===== src/rtl/pipe_pkg.sv =====
// Shared types for the PIPE PHY model: FSM states, power-state encoding of
// the PowerDown field, and receiver-detect status codes.
package pipe_pkg;

  typedef enum logic [2:0] {
    RESET_WAIT = 3'd0,
    STABLE     = 3'd1,
    PWR_CHG    = 3'd2,
    DETECT     = 3'd3,
    DET_HOLD   = 3'd4
  } phy_fsm;

  // Encoding matches the 3-bit PowerDown field driven by the MAC.
  typedef enum logic [2:0] {
    PS_P0  = 3'd0,
    PS_P0S = 3'd1,
    PS_P1  = 3'd2,
    PS_P2  = 3'd3
  } power_states;

  localparam logic [2:0] RXSTAT_DETECTED = 3'b011;
  localparam logic [2:0] RXSTAT_OK       = 3'b000;

  // Only P0, P0s, P1 and P2 are meaningful requests.
  function automatic logic isLegalPowerDown(input logic [2:0] pd);
    return (pd <= 3'd3);
  endfunction

  // The receiver is only powered in P0 and P0s.
  function automatic logic isRxActive(input power_states ps);
    return (ps == PS_P0) || (ps == PS_P0S);
  endfunction

endpackage


===== src/rtl/pipe_phy_rx_lane.sv =====
// Registered receive datapath of the PHY model: polarity inversion of the
// far-end data, the near-end loopback mux and idle forcing when the
// receiver is powered down.
module pipe_phy_rx_lane
  import pipe_pkg::*;
(
  input  logic        clk,
  input  logic        rstn,
  input  power_states i_pwr,
  input  logic        i_lpbkEn,
  input  logic [15:0] i_txData,
  input  logic [1:0]  i_txDataK,
  input  logic        i_rxPolarity,
  input  logic [15:0] i_farData,
  input  logic [1:0]  i_farDataK,
  input  logic        i_farValid,
  input  logic        i_farIdle,
  output logic [15:0] o_rxData,
  output logic [1:0]  o_rxDataK,
  output logic        o_rxValid,
  output logic        o_rxElecIdle
);

  logic [15:0] r_rxData;
  logic [1:0]  r_rxDataK;
  logic        r_rxValid;
  logic        r_rxElecIdle;

  logic [15:0] w_rxData;
  logic [1:0]  w_rxDataK;
  logic        w_rxValid;
  logic        w_rxElecIdle;

  // Select the symbol source for the next cycle: idle when powered down,
  // looped-back transmit data, or (optionally inverted) far-end data.
  always_comb begin
    w_rxData     = 16'h0000;
    w_rxDataK    = 2'b00;
    w_rxValid    = 1'b0;
    w_rxElecIdle = 1'b1;
    if (isRxActive(i_pwr)) begin
      if (i_lpbkEn) begin
        w_rxData     = i_txData;
        w_rxDataK    = i_txDataK;
        w_rxValid    = 1'b1;
        w_rxElecIdle = 1'b0;
      end else begin
        w_rxData     = i_farData ^ {16{i_rxPolarity}};
        w_rxDataK    = i_farDataK;
        w_rxValid    = i_farValid;
        w_rxElecIdle = i_farIdle;
      end
    end
  end

  // Register every receive output so the lane has a fixed 1-cycle latency.
  always_ff @(posedge clk or negedge rstn) begin
    if (!rstn) begin
      r_rxData     <= 16'h0000;
      r_rxDataK    <= 2'b00;
      r_rxValid    <= 1'b0;
      r_rxElecIdle <= 1'b1;
    end else begin
      r_rxData     <= w_rxData;
      r_rxDataK    <= w_rxDataK;
      r_rxValid    <= w_rxValid;
      r_rxElecIdle <= w_rxElecIdle;
    end
  end

  assign o_rxData     = r_rxData;
  assign o_rxDataK    = r_rxDataK;
  assign o_rxValid    = r_rxValid;
  assign o_rxElecIdle = r_rxElecIdle;

endmodule


===== config.mk =====
export PLATFORM = sky130hd
export DESIGN_NAME = pipe_phy_rx_lane
export DESIGN_NICKNAME = d
export VERILOG_FILES = /design/src/rtl/pipe_pkg.sv /design/src/rtl/pipe_phy_rx_lane.sv
export SDC_FILE = /design/constraint.sdc
export NUM_CORES = 1
export LEC_CHECK = 0
export CORE_MARGIN = 5
export CORE_UTILIZATION = 33
export DETAILED_ROUTE_END_ITERATION = 12
export PLACE_DENSITY_LB_ADDON = 0.3
export SYNTH_ARGS = -nofsm -noshare
export SYNTH_HDL_FRONTEND = slang
export SYNTH_SLANG_ARGS = --single-unit

===== constraint.sdc =====
create_clock -name clk -period 0.8 [get_ports clk]
set_input_delay 0.16 -clock clk [delete_from_list [all_inputs] [get_ports clk]]
set_output_delay 0.16 -clock clk [all_outputs]
set_load 0.01 [all_outputs]

==> results.md <==
* Wire per inst at ~14 um
* Final setup violation count at 20
* Switching power total at around 550 uW
* Crit Path Max Fanout at 1
* Area Growth Syn to Fin at 76.5%
* Sw Ratio at 0.219
* H-tree levels at 1
* Cells after synthesis at 82
* Relative slew slack at 0.902
* Mapped cell area at between 0.001 and 0.0015 mm^2
* Clock Path Buffers at 2
* Failing checks: setup timing
* CP Cell Sequence: buf_6
* Yosys reg bits at 20
* Synth top area share at 0.458
* IO Pins at 65
* Avg Synthesized Cell Area at roughly 13 um^2
* Warnings from Yosys at 0
* Final hold vios at 0
* Final instance area at approximately 0.0018 mm^2
* Sequential-to-total area share from yosys stat at 0.483
* Largest family of logic cells by synthesized area: compound AO/OA/AOI/OAI gates
* Period Utilization, post-route at 1.37
* First-pass GRT wire length at 4650 um
* Leak at between 0.001 and 0.0015 uW
* Post-synthesis mux area share at 0.0193
* Utilization after layout at 0.605
* CP Buf/Inv Count at 1
* Initial antenna violation count at 0
* Setup WS post-layout at -0.296 ns
* Post-DP Area at ~0.0018 mm^2
* Final min period at ~1.1 ns
* Synth Area in Simple Gates at 0.125
* Pint at approximately 2000 uW
* Clk sink count at 20
* Xor/xnor cell area share of the yosys netlist at 0.135
* Rows at 20
* Post-route ant nets at 0
* Worst-Margin Slew at 0.143 ns
* Initial Util at 0.343
* Outcome: finished, violations left
* Combinational power share at 0.254
* Share of post-route cells with drive strength above 1 at 0.259
* Pwr/cell area at 1380 mW/mm^2
* Clock Power Share at 0.320
* GP Congestion at roughly 0.67
* VDD IR max at approximately 0.73 mV
* Routed wire length at about 2800 um
* ANT cells at 0
* Detailed Place HPWL at approximately 2200 um
* Largest stage delay, worst path at 0.55 ns
* Root buf cell: clkbuf_4
* Tot GR Track Use at 0.137
* Largest net degree at the start of global routing at 14
* Total die area at between 0.004 and 0.005 mm^2
* DIE WIDTH at 66.1 um
* Core area at a little over 0.003 mm^2
* First-pass iteration count of the detailed router at 4
* Post-synthesis cell type count at 15
* WP data arrival at approximately 0.94 ns
* Cell family with most CP delay: flip-flops
* RSZ-0062 raised after global routing: yes
* Cell accounting for the most synthesized area: dfrtp_1
* Post-synthesis adder-cell area fraction at 0
* Cts bufs inserted at 3
* Synth area leaders: dfrtp_1, o211a_1, xor2_1
* Drt via density at 4.39
* Syn_nets at between 100 and 150
* Min-Delay Path Class: primary input to asynchronous set/reset pin
* Clock Pin Slew Worst Setup and Hold Paths at 0.12 ns
* Die H at around 66 um
* Pre-CTS setup slack at -0.485 ns
* Worst Setup End Kind: output pin
* Peak Freq at 913 MHz
* Routed vias at around 890
* Seq pwr share at 0.426
* CP Launch Type: flop
* Vias in the first global route at between 900 and 1000
* Max-slew violations at 0
* Critical path's slowest cell: dfstp_2
* 1st-iter DRT viols at 23
* Max capacitance violation total at 0
* Nets at between 200 and 250
* Required time of the worst setup path at about 0.64 ns
* DRC viols at 0
* Synth Area in Compound Gates at 0.166
* Port Buffers at 63
* CTS tree: yes
* Global route total overflow at 0
* Critical path type: flop to output pin
path summary, 6_finish.rpt:
| kind | start | end | slack (ns) | cells after the start |
|---|---|---|---|---|
| max in group asynchronous | rstn | o_rxElecIdle$_DFF_PN1_ | 0.40 | 2 |
| max | o_rxElecIdle$_DFF_PN1_ | o_rxElecIdle | -0.30 | 1 |
| min in group clk | i_pwr[1] | o_rxDataK[0]$_DFF_PN0_ | 0.31 | 3 |
| min | rstn | o_rxData[6]$_DFF_PN0_ | 0.20 | 2 |
metrics by stage:
| stage | setup TNS [ns] | hold slack (ns) | total power [uW] | std cells |
|---|---|---|---|---|
| floorplan | -0.650 | -0.136 | 1330 | 82 |
| global placement | -13.01 | 0.536 | 1740 | 195 |
| detailed placement | -13.14 | 0.533 | 1750 | 195 |
| CTS | -3.81 | 0.195 | 2570 | 202 |
| global route | -4.36 | 0.192 | 2680 | 202 |
| finish | -3.44 | 0.201 | 2540 | 202 |
sequential cells by signal, indices dropped and copies added (netlist names):
register / cells
o_rxDataK: 2
o_rxElecIdle: 1
o_rxValid: 1
o_rxData: 16
placed cells by master (no fill, tap or decap):
master | synthesis | layout
inv_1 | 1 | 1
clkdlybuf4s50_1 | 0 | 39
buf_2 | 1 | 13
buf_4 | 0 | 8
clkbuf_4 | 0 | 3
or2b_1 | 7 | 7
o211a_1 | 16 | 16
buf_6 | 4 | 10
xor2_1 | 16 | 16
dlygate4sd2_1 | 0 | 3
bufinv_16 | 0 | 1
clkdlybuf4s15_1 | 0 | 1
dfstp_2 | 1 | 1
bufbuf_16 | 0 | 1
dfrtp_1 | 19 | 19
mux2i_1 | 2 | 2
nor3_1 | 2 | 2
buf_12 | 1 | 3
nor2_4 | 1 | 1
o21ai_0 | 1 | 1
o21a_1 | 1 | 1
nand2b_1 | 9 | 9
routing by layer:
metal / track usage / part of all wire
met1: 0.178 / 0.43
met2: 0.211 / 0.44
met3: 0.0595 / 0.13
met4: 0.0305 / 0.0042
met5: 0 / 0
power groups by stage:
stage          clock (uW)  combinational, uW  sequential, uW
2_1_floorplan           0                208            1130
3_3_place_gp            0                641            1100
3_5_place_dp            0                649            1100
4_1_cts               848                640            1080
5_1_grt               894                695            1090
6_report              812                644            1080
cells by family after synthesis:
group                  after synthesis
AO/OA/AOI/OAI                       18
AND/OR/NAND/NOR                     19
XOR/XNOR                            16
multiplexers                         2
flip-flops                          20
buffers and inverters                7
area by class of cell:
cell class,count,area [um^2]
sequential,20,502
inverter,1,3.75
clock inverter,1,30.0
timing repair buffer,78,757
fill,276,1190
multi-input combinational,55,463
clock buffer,3,22.5
tap,44,55.1
Yosys cell counts:
cell type,instances
dfrtp_1,19
buf_2,1
dfstp_2,1
buf_6,4
buf_12,1
nor3_1,2
o21ai_0,1
nand2b_1,9
mux2i_1,2
o21a_1,1
xor2_1,16
inv_1,1
o211a_1,16
or2b_1,7
nor2_4,1
repair_timing:
| item | CTS | global route |
|---|---|---|
| cloned | 2 | 0 |
| endpoints found under the hold margin | 0 | 0 |
| pin swaps | 1 | 0 |
| buffers inserted | 1 | 0 |
| gates resized for setup | 91 | 5 |
| hold buffers | 0 | 0 |
| endpoints found under the setup margin | 40 | 21 |
No activity file was read; power rests on OpenSTA's default activity.
